### config.mk
export PLATFORM = sky130hd
export DESIGN_NAME = mux_scan_n
export DESIGN_NICKNAME = d
export VERILOG_FILES = /design/src/rtl/mux_pkg.sv /design/src/rtl/scan_counter_n.sv /design/src/rtl/mux_scan_n.sv
export SDC_FILE = /design/constraint.sdc
export NUM_CORES = 1
export LEC_CHECK = 0
export CAP_MARGIN = 20
export CORE_MARGIN = 5
export CORE_UTILIZATION = 40
export CTS_CLUSTER_SIZE = 14
export DETAILED_ROUTE_END_ITERATION = 10
export PLACE_DENSITY = 0.77
export SLEW_MARGIN = 40
export SYNTH_ARGS = -nofsm -noshare
export SYNTH_HDL_FRONTEND = slang
export SYNTH_SLANG_ARGS = --single-unit
### constraint.sdc
create_clock -name CLOCK -period 1.67 [get_ports CLOCK]
set_input_delay 0.167 -clock CLOCK [delete_from_list [all_inputs] [get_ports CLOCK]]
set_output_delay 0.167 -clock CLOCK [all_outputs]
set_load 0.01 [all_outputs]
### src/rtl/mux_pkg.sv
// rtl/mux_pkg.sv - shared constants and parameter checks for the scanning channel mux
package mux_pkg;

  localparam logic MODE_MANUAL = 1'b0;
  localparam logic MODE_SCAN   = 1'b1;

  function automatic int clog2(input int value);
    int r;
    int v;
    r = 0;
    v = value - 1;
    while (v > 0) begin
      r = r + 1;
      v = v >> 1;
    end
    return r;
  endfunction

  function automatic bit params_ok(input int channels, input int sel_w, input int scan_div);
    return (channels >= 2) && (channels <= 16) && (clog2(channels) <= sel_w) && (scan_div >= 1);
  endfunction

endpackage

### src/rtl/scan_counter_n.sv
// rtl/scan_counter_n.sv - channel index and dwell divider; manual load or round-robin scan with wrap pulse
module scan_counter_n
  import mux_pkg::*;
#(
  parameter int CHANNELS = 4,
  parameter int SEL_W    = 2,
  parameter int SCAN_DIV = 4
) (
  input  logic             clk,
  input  logic             rst_n,
  input  logic             enable,
  input  logic             mode,
  input  logic [SEL_W-1:0] sel,
  output logic [SEL_W-1:0] idx,
  output logic             wrap
);

  localparam int DIV_W = (SCAN_DIV > 1) ? clog2(SCAN_DIV) : 1;
  localparam logic [DIV_W-1:0] DIV_LAST = DIV_W'(SCAN_DIV - 1);
  localparam logic [SEL_W-1:0] IDX_LAST = SEL_W'(CHANNELS - 1);
  localparam logic [SEL_W:0]   NCH      = (SEL_W + 1)'(CHANNELS);

  logic [DIV_W-1:0] div;

  always_ff @(posedge clk or negedge rst_n) begin
    if (!rst_n) begin
      idx  <= '0;
      div  <= '0;
      wrap <= 1'b0;
    end else begin
      wrap <= 1'b0;
      if (enable) begin
        if (mode == MODE_SCAN) begin
          if (div == DIV_LAST) begin
            div <= '0;
            if (idx == IDX_LAST) begin
              idx  <= '0;
              wrap <= 1'b1;
            end else begin
              idx <= idx + SEL_W'(1);
            end
          end else begin
            div <= div + DIV_W'(1);
          end
        end else begin
          // out-of-range manual selects are ignored rather than aliased
          div <= '0;
          if ({1'b0, sel} < NCH) idx <= sel;
        end
      end
    end
  end

endmodule

### src/rtl/mux_scan_n.sv
// rtl/mux_scan_n.sv - registered N-channel mux with manual/scan select and one-hot strobe
// Optional MUX_SCAN_BLANK_EN: blank the strobe for the first cycle after each channel change.
module mux_scan_n
  import mux_pkg::*;
#(
  parameter int BITS     = 4,
  parameter int CHANNELS = 4,
  parameter int SEL_W    = 2,
  parameter int SCAN_DIV = 4
) (
  input  logic                     CLOCK,
  input  logic                     RESET_N,
  input  logic [CHANNELS*BITS-1:0] D,
  input  logic                     MODE,
  input  logic [SEL_W-1:0]         SEL,
  input  logic                     ENABLE,
  output logic [BITS-1:0]          MUX_OUT,
  output logic [SEL_W-1:0]         CH_OUT,
  output logic [CHANNELS-1:0]      CH_ONEHOT,
  output logic                     WRAP
);

  if (!params_ok(CHANNELS, SEL_W, SCAN_DIV)) begin : g_bad_params
    $error("mux_scan_n: illegal CHANNELS/SEL_W/SCAN_DIV combination");
  end

  logic [SEL_W-1:0]    idx;
  logic [BITS-1:0]     data_next;
  logic [CHANNELS-1:0] onehot_next;
  logic [CHANNELS-1:0] strobe_next;

  scan_counter_n #(
    .CHANNELS (CHANNELS),
    .SEL_W    (SEL_W),
    .SCAN_DIV (SCAN_DIV)
  ) u_counter (
    .clk    (CLOCK),
    .rst_n  (RESET_N),
    .enable (ENABLE),
    .mode   (MODE),
    .sel    (SEL),
    .idx    (idx),
    .wrap   (WRAP)
  );

  always_comb begin
    data_next   = '0;
    onehot_next = '0;
    for (int k = 0; k < CHANNELS; k++) begin
      if (idx == SEL_W'(k)) begin
        data_next      = D[k*BITS +: BITS];
        onehot_next[k] = 1'b1;
      end
    end
  end

`ifdef MUX_SCAN_BLANK_EN
  // a channel change shows up as idx differing from the channel currently displayed
  assign strobe_next = (idx != CH_OUT) ? '0 : onehot_next;
`else
  assign strobe_next = onehot_next;
`endif

  always_ff @(posedge CLOCK or negedge RESET_N) begin
    if (!RESET_N) begin
      MUX_OUT   <= '0;
      CH_OUT    <= '0;
      CH_ONEHOT <= '0;
    end else if (ENABLE) begin
      MUX_OUT   <= data_next;
      CH_OUT    <= idx;
      CH_ONEHOT <= strobe_next;
    end else begin
      CH_ONEHOT <= '0;
    end
  end

endmodule

# == Word level (Yosys, flattened, before mapping) ==
# Index checks and enable logic that the tools add are counted.
# word_totals
regBits,15
latchBits,0
ramBits,0
romBits,0
input_bits,22
output_inout_bits,11
word_cells,32
memories,0
# op_classes
n_addsub,2
mul,0
div_mod_pow,0
n_lt_le_gt_ge,0
eq_ne,5
n_shift,0
n_mux,17
n_bitwise,0
reduce_logical,2
# op_table
op,n
4-bit 2-to-1 mux,5
2-bit 2-to-1 mux,5
1-bit 2-to-1 mux,7
2-bit == test (second input constant),3
2-bit by 1-bit adder with 2-bit output (second input constant),2
2-bit by 1-bit == test with 1-bit output (second input constant),1
2-bit logical NOT,1
2-bit by 1-bit != test with 1-bit output (second input constant),1
2-bit AND reduction,1

# == Depth between registers and ports, before layout ==
# Gate-level depths: netlist of the first run.
# logic_depth
word_depth,5
mapped_depth,6
mapped_depth_nobuf,5

# == By module ==
# A second synthesis of the first run with hierarchy kept.
# hier_totals
cells_unflattened,64
area_unflattened_um2,723.2
# by_module_without_submodules
module,instances,cells_each,area_per_inst_um2,seq_area_each_um2
mux_scan_n,1,37,450.4,250.2
scan_counter_n,1,27,272.8,125.1

# == Worst setup path after synthesis of the first run ==
# OpenSTA, ideal clock, no wires.
# synth_timing
path_kind,reg-to-reg
start,register u_counter.idx[0]
end,register MUX_OUT[0]
setup_time_ns,0.082
arrival_ns,1.274
required_ns,1.588
slack_ns,0.314
path_stages_with_launch,7
path_cell_list,dfrtp_1 > inv_1 > ha_1 > buf_2 > a21oi_1 > a221o_1 > a31oi_1
# synth_via
elab_chain_len,5
word_cells_on_any_way,8
cone_classes,eq/ne (3); mux (4); reduce/logical (1)
# synth_rtl
item,line_no,source
"start, declared",scan_counter_n.sv:14,"output logic [SEL_W-1:0] idx,"
"start signal, assigned",scan_counter_n.sv:40,idx <= idx + SEL_W'(1);
"start signal, assigned",scan_counter_n.sv:48,"if ({1'b0, sel} < NCH) idx <= sel;"
2-bit logical NOT,mux_scan_n.sv:50,if (idx == SEL_W'(k)) begin
4-bit 2-to-1 mux (3 in a row),mux_scan_n.sv:50,
4-bit 2-to-1 mux *,mux_scan_n.sv:50,
"end signal, assigned",mux_scan_n.sv:70,MUX_OUT <= data_next;
"end, declared",mux_scan_n.sv:17,"output logic [BITS-1:0] MUX_OUT,"
# Every way passes the cells marked *; elsewhere a longest branch is shown, timed or not.
# A chain may end at the register's enable or synchronous reset.

# == Final worst setup path of the first run ==
# layout_timing
start,register u_counter.idx[0]
end,register MUX_OUT[3]
# Same word-level chain as after synthesis.

==> out/summary.txt, run 1 <==
Net Sw Power -> 0.277 mW
DIE AREA -> 0.00287 mm^2
Rel. slew slack -> 74.2%
synth top area cells -> dfrtp_1, ha_1, a221o_1
Worst Skew -> 0.000196 ns
setup bufs post-CTS -> 0
R2R setup slack -> 0.15 ns
# DRC -> 0
Setup-failing EPs final -> 0
final worst path period need -> 1.52 ns
area grow syn2layout -> 50.3%
Die Wd -> 53.5 um
critical path capture point type -> register
Flop pwr share -> 45.4%
grt total ovfl -> 0
CTS root buf -> clkbuf_4
Leak -> 0.507 nW
antenna-violating nets left -> 0
Critical path origin -> u_counter.idx[0]$_DFFE_PN0P_
sequential fraction of the synthesis area -> 49.5%
share of layout cells above drive strength 1 -> 8.18%
CP Max Fanout -> 9
post-synthesis cell type count -> 22
clock tree from TritonCTS -> built
Post-CTS Resized -> 0
Max Clock Freq -> 657 MHz
r2r endpoint -> MUX_OUT[3]$_DFFE_PN0P_
cell area reported after detailed placement -> 0.00111 mm^2
fin area -> 0.00114 mm^2
Clock Sinks -> 15
R2R Path Start -> u_counter.idx[0]$_DFFE_PN0P_
clk_lat worst skew -> 0.27 ns
pwr/cell area -> 864 mW/mm^2
CTS H-tree lvls -> 1
worst slew pin tran -> 0.386 ns
status -> finished, final reports clean
Final Hold Viols -> 0
Routed wire per std cell -> 12.4 um
final std cells w/o fill -> 135
vias in the first global route -> 620
fraction of registers with async set/reset -> 100%
Via Count -> 651
Comb power frac -> 34.1%
GPL Wtd Cong -> 0.775
final setup TNS -> 0 ns
HP Class -> input pin to async pin
internal power -> 0.707 mW
VDD IR-drop max -> 0.714 mV
Mapped Area -> 758 um^2
max-slew violations -> 0
Synth Register Bits -> 15
GRT Total Usage -> 13.7%
Worst Reg-to-Reg Cells -> 5
antenna violations before repair -> 0
Max-cap violations -> 0
cts hold-fix bufs -> 0
placed cells -> 131
Starting Density -> 43.0%
ys flop type -> dfrtp_1
first-pass GRT wire length -> 2830 um
EDFF count, synth -> 0
clock slew at reported path FFs -> 0.09 ns
CORE AREA -> 0.00176 mm^2
nets@finish -> 138
Crit Path Category -> register to register
post-synth top area cell -> dfrtp_1
final core utilization -> 64.6%
Sw Share -> 28.2%
most frequent cell after synthesis -> dfrtp_1
WP data arrival -> 1.72 ns
RSZ-0062 raised after global routing -> no
fin crit share -> 91.2%
worst path required time -> 1.87 ns
cts bufs inserted -> 3
IO Pins -> 33
DP HPWL -> 1320 um
die height -> 53.5 um
top-area cell type share of the netlist area -> 49.5%
via density per instance -> 4.82
Post-Syn Nets -> 102
initial drt markers -> 9
synthesized instance count -> 75
synthesis warning total -> 0
Post-Syn Area per Cell -> 10.1 um^2
clk buf depth -> 2
synth cell count leaders -> dfrtp_1, inv_1, a21oi_1, nand2_1, ha_1
drt pass-1 iters -> 4
total wire length -> 1680 um
largest net degree at the start of global routing -> 16
FP Rows -> 15
antenna cells -> 0
I/O Buffers -> 32
clock network fraction of design power -> 20.5%
Worst setup SP type -> register
-- kinds of logic after synthesis --
kind of cell    synth area share [%]
simple gates                    14.7
flops                           49.5
buf+inv                         6.43
fa+ha+maj                       8.25
mux                             4.29
compound gates                  16.8
-- stage by stage --
step	setup slack, ns	total power, mW	hold WS [ns]
5_1_grt	0.0181	1.05	0.226
3_3_place_gp	0.225	0.788	0.472
6_report	0.147	0.984	0.203
2_1_floorplan	0.314	0.621	-0.129
3_5_place_dp	0.189	0.791	0.476
4_1_cts	0.153	0.997	0.204
-- layout by cell type, fill, tap and decap left out --
cell type | Yosys | layout
a221o_1 | 4 | 4
nand3_1 | 1 | 1
a31oi_1 | 4 | 4
mux2i_1 | 1 | 1
and2_1 | 3 | 3
clkbuf_4 | 0 | 3
o22ai_1 | 1 | 1
nand2_1 | 6 | 6
dfrtp_1 | 15 | 15
inv_1 | 8 | 8
clkdlybuf4s50_1 | 0 | 32
a21o_1 | 1 | 1
buf_4 | 0 | 3
and2_2 | 1 | 1
clkbuf_1 | 1 | 1
nand2b_1 | 1 | 1
nor2_1 | 4 | 4
a21oi_1 | 7 | 7
o32ai_1 | 1 | 1
ha_1 | 5 | 5
mux2_2 | 2 | 2
o21ai_0 | 1 | 1
nor2b_1 | 1 | 1
nand3b_1 | 4 | 4
-- layer usage --
layer	track usage, %	wire, um	vias to the layer above
li1	-	-	327
met1	16.8	787	303
met2	22.7	795	19
met3	2.49	71	2
met4	7.66	24	0
met5	0	0	-
-- sequential cells by signal, indices dropped and copies added, names as in the netlist --
register and cells:
CH_ONEHOT 4, CH_OUT 2, MUX_OUT 4, u_counter.div 2, u_counter.idx 2, u_counter.wrap 1
-- layout make-up --
type | count | area [um^2]
repair buffers | 35 | 343
flip-flops and latches | 15 | 375
multi-input cells | 48 | 334
fillers | 159 | 624
well taps | 25 | 31.3
clock buffers | 4 | 26.3
inverters | 8 | 30.0
-- critical path, cell delays in order (launching register included) --
cell and delay, ns:
dfrtp_1 0.44, inv_1 0.12, ha_1 0.32, a21oi_1 0.07
a221o_1 0.33, a31oi_1 0.17
-- worst max-delay path by stage --
| stage | end | depth (start not counted) |
|---|---|---|
| floorplan | MUX_OUT[0]$_DFFE_PN0P_ | 6 |
| global placement | MUX_OUT[3]$_DFFE_PN0P_ | 5 |
| detailed placement | MUX_OUT[3]$_DFFE_PN0P_ | 5 |
| CTS | MUX_OUT[3]$_DFFE_PN0P_ | 5 |
| global route | MUX_OUT[3]$_DFFE_PN0P_ | 5 |
| finish | MUX_OUT[3]$_DFFE_PN0P_ | 5 |
-- power by group through the flow --
stage | Combinational [mW] | Sequential [mW] | Clock, mW
detailed placement | 0.336 | 0.455 | 0
global route | 0.371 | 0.457 | 0.224
finish | 0.336 | 0.447 | 0.201
global placement | 0.334 | 0.454 | 0
floorplan | 0.148 | 0.473 | 0
CTS | 0.339 | 0.448 | 0.211
No activity file was read; power rests on OpenSTA's default activity.
==> inputs of run 2 (changes only) <==
--- a/config.mk
+++ b/config.mk
@@ -10,8 +10,9 @@
 export CORE_UTILIZATION = 40
 export CTS_CLUSTER_SIZE = 14
 export DETAILED_ROUTE_END_ITERATION = 10
-export PLACE_DENSITY = 0.77
+export PLACE_DENSITY = 0.78
 export SLEW_MARGIN = 40
 export SYNTH_ARGS = -nofsm -noshare
 export SYNTH_HDL_FRONTEND = slang
+export SYNTH_HIERARCHICAL = 1
 export SYNTH_SLANG_ARGS = --single-unit
==> constraint.sdc (replaced) <==
create_clock -name CLOCK -period 1.6 [get_ports CLOCK]
set_input_delay 0.16 -clock CLOCK [delete_from_list [all_inputs] [get_ports CLOCK]]
set_output_delay 0.16 -clock CLOCK [all_outputs]
set_load 0.01 [all_outputs]
==> out/summary.txt, run 2 <==
status -> finished, final reports clean
Post-CTS Resized -> 0 (unchanged)
initial drt markers -> 9 (unchanged)
Rel. slew slack -> 56.5% (-18 points)
GPL Wtd Cong -> 0.736 (-5.0%)
R2R setup slack -> 0.34 ns (+0.19 ns)
metal1 wirelength -> 700 um (-11%)
CP Max Fanout -> 2 (-7)
R2R Path Start -> u_counter/idx[1]$_DFFE_PN0P_
clock slew at reported path FFs -> 0.09 ns (about the same)
antenna cells -> 0 (unchanged)
worst path required time -> 1.44 ns (-0.43 ns)
final hold slack -> 0.272 ns (+0.0687 ns)
top-area cell type share of the netlist area -> 51.9% (+2.4 points)
fraction of registers with async set/reset -> 100% (unchanged)
via density per instance -> 4.94 (+2.4%)
Die Wd -> 52.5 um (-1.9%)
DP HPWL -> 1340 um (+1.6%)
synthesis warning total -> 6 (+6)
vias in the first global route -> 655 (+5.6%)
Mapped Area -> 723 um^2 (-4.6%)
IO Pins -> 33 (unchanged)
total wire length -> 1640 um (-2.1%)
area grow syn2layout -> 51.4%
cell area reported after detailed placement -> 0.00107 mm^2 (-4.2%)
Leak -> 0.494 nW (-2.7%)
max-slew violations -> 0 (unchanged)
antenna-violating nets left -> 0 (unchanged)
Max-cap violations -> 0 (unchanged)
Crit Path Category -> register to output pin
grt total ovfl -> 0 (unchanged)
Via Count -> 617 (-5.2%)
clk_lat worst skew -> 0.28 ns (about the same)
met3 wire length -> 91 um (+28%)
post-synthesis cell type count -> 19 (-14%)
biggest cell delay along the critical path -> 0.55 ns (+0.11 ns)
synth top area cells -> dfrtp_1, mux2i_1, o221ai_1
RSZ-0062 raised after global routing -> no
Post-Syn Area per Cell -> 11.3 um^2 (+12%)
worst slew pin tran -> 0.651 ns (+0.265 ns)
Flop pwr share -> 46.1% (+0.7 points)
most frequent cell after synthesis -> dfrtp_1
synthesized instance count -> 64 (-15%)
Sw Share -> 29.5% (+1.3 points)
Largest regs -> CH_ONEHOT: 4 flops, MUX_OUT: 4 flops
most frequent cells in the layout -> clkdlybuf4s50_1, dfrtp_1, mux2i_1
Setup-failing EPs final -> 0 (unchanged)
FP Rows -> 15 (unchanged)
largest net degree at the start of global routing -> 16 (unchanged)
Max Clock Freq -> 731 MHz
antenna violations before repair -> 0 (unchanged)
CP Cell Sequence -> clkdlybuf4s50_1
ys flop type -> dfrtp_1
setup bufs post-CTS -> 0 (unchanged)
cts hold-fix bufs -> 0 (unchanged)
met2 wire length -> 800 um (+0.63%)
Post-Syn Nets -> 88 (-14%)
nets@finish -> 125 (-9.4%)
Starting Density -> 41.9% (-1.1 points)
Worst Skew -> 0.000806 ns (+0.000610 ns)
pwr/cell area -> 963 mW/mm^2 (+12%)
drt pass-1 iters -> 4 (unchanged)
I/O Buffers -> 32 (unchanged)
# DRC -> 0 (unchanged)
CTS H-tree lvls -> 1 (unchanged)
Critical path origin -> MUX_OUT[0]$_DFFE_PN0P_
Synth Register Bits -> 15 (unchanged)
final core utilization -> 63.4% (-1.2 points)
CP max stage cell -> clkdlybuf4s50_1
WP data arrival -> 1.21 ns (-0.51 ns)
Final Hold Viols -> 0 (unchanged)
Clock Sinks -> 15 (unchanged)
Comb power frac -> 33.4% (-0.7 points)
final setup TNS -> 0 ns (unchanged)
Worst setup SP type -> register
final worst path period need -> 1.37 ns
share of layout cells above drive strength 1 -> 8.00% (-0.18 points)
GRT Total Usage -> 14.1% (+0.41 points)
first-pass GRT wire length -> 2780 um (-1.7%)
CTS root buf -> clkbuf_4
fin area -> 0.00109 mm^2 (-4.0%)
Routed wire per std cell -> 13.2 um (+5.7%)
VDD IR-drop max -> 0.653 mV (-8.5%)
die height -> 52.5 um (-1.9%)
sequential fraction of the synthesis area -> 51.9% (+2.4 points)
internal power -> 0.744 mW (+5.2%)
post-synth top area cell -> dfrtp_1
cts bufs inserted -> 3 (unchanged)
clock tree from TritonCTS -> built
CP top delay family -> buffers and inverters
Buf+Inv Stages, Crit Path -> 1 (unchanged)
CORE AREA -> 0.00173 mm^2 (-2.1%)
synth cell count leaders -> dfrtp_1, mux2i_1, inv_1, nand2b_1
clk buf depth -> 2 (unchanged)
clock network fraction of design power -> 20.5% (about the same)
DIE AREA -> 0.00276 mm^2 (-3.8%)
Top Metal Used -> met4
fin crit share -> 85.5%
HP Class -> input pin to async pin
critical path capture point type -> output pin
Net Sw Power -> 0.311 mW (+12%)
EDFF count, synth -> 0 (unchanged)
most common cell after layout, fill and taps aside -> clkdlybuf4s50_1
==> run 2: final cells by class <==
cell class | count | area [um^2]
clock inverters | 1 | 5.00
well taps | 25 | 31.3
repair buffers | 34 | 335
clock buffers | 3 | 22.5
fillers | 150 | 632
multi-input cells | 41 | 303
inverters | 6 | 22.5
flip-flops and latches | 15 | 375
==> run 2: final timing paths <==
kind                       depth (start not counted)                      endpoint
max                                                1                    MUX_OUT[0]
max in group asynchronous                          1  u_counter/div[0]$_DFFE_PN0P_
min                                                1      u_counter/wrap$_DFF_PN0_
max reg2reg                                        4  u_counter/idx[0]$_DFFE_PN0P_
min reg2reg                                        2        MUX_OUT[1]$_DFFE_PN0P_
min in group CLOCK                                 3  u_counter/idx[0]$_DFFE_PN0P_
==> run 2: cells by family (layout without fill, tap and decap cells) <==
logic type      count (synthesis)  count (layout)  share of synthesized area [%]
simple gates                   18              18                           14.7
flops                          15              15                           51.9
compound gates                 12              12                           11.1
mux                             9               9                           12.6
buf+inv                         8              44                           6.23
fa+ha+maj                       2               2                           3.46
==> run 2: stage by stage <==
stage / std cells / power, mW / setup slack [ns]
2_1_floorplan: 64 / 0.659 / 0.434
3_3_place_gp: 121 / 0.839 / 0.235
4_1_cts: 125 / 1.07 / 0.214
5_1_grt: 125 / 1.13 / 0.173
6_report: 125 / 1.05 / 0.232
3_5_place_dp: 121 / 0.849 / 0.181
==> run 2: routing by layer <==
layer | up-vias | GRT usage (%)
li1 | 300 | -
met1 | 285 | 16.2
met2 | 26 | 22.7
met3 | 6 | 2.56
met4 | 0 | 11.5
met5 | - | 0
==> run 2: power groups by stage <==
stage | Clock [mW] | Sequential [mW] | Combinational (mW)
after floorplan | 0 | 0.510 | 0.149
after global placement | 0 | 0.492 | 0.347
after detailed placement | 0 | 0.493 | 0.356
after CTS | 0.230 | 0.486 | 0.358
after global routing | 0.244 | 0.498 | 0.389
final | 0.216 | 0.486 | 0.352
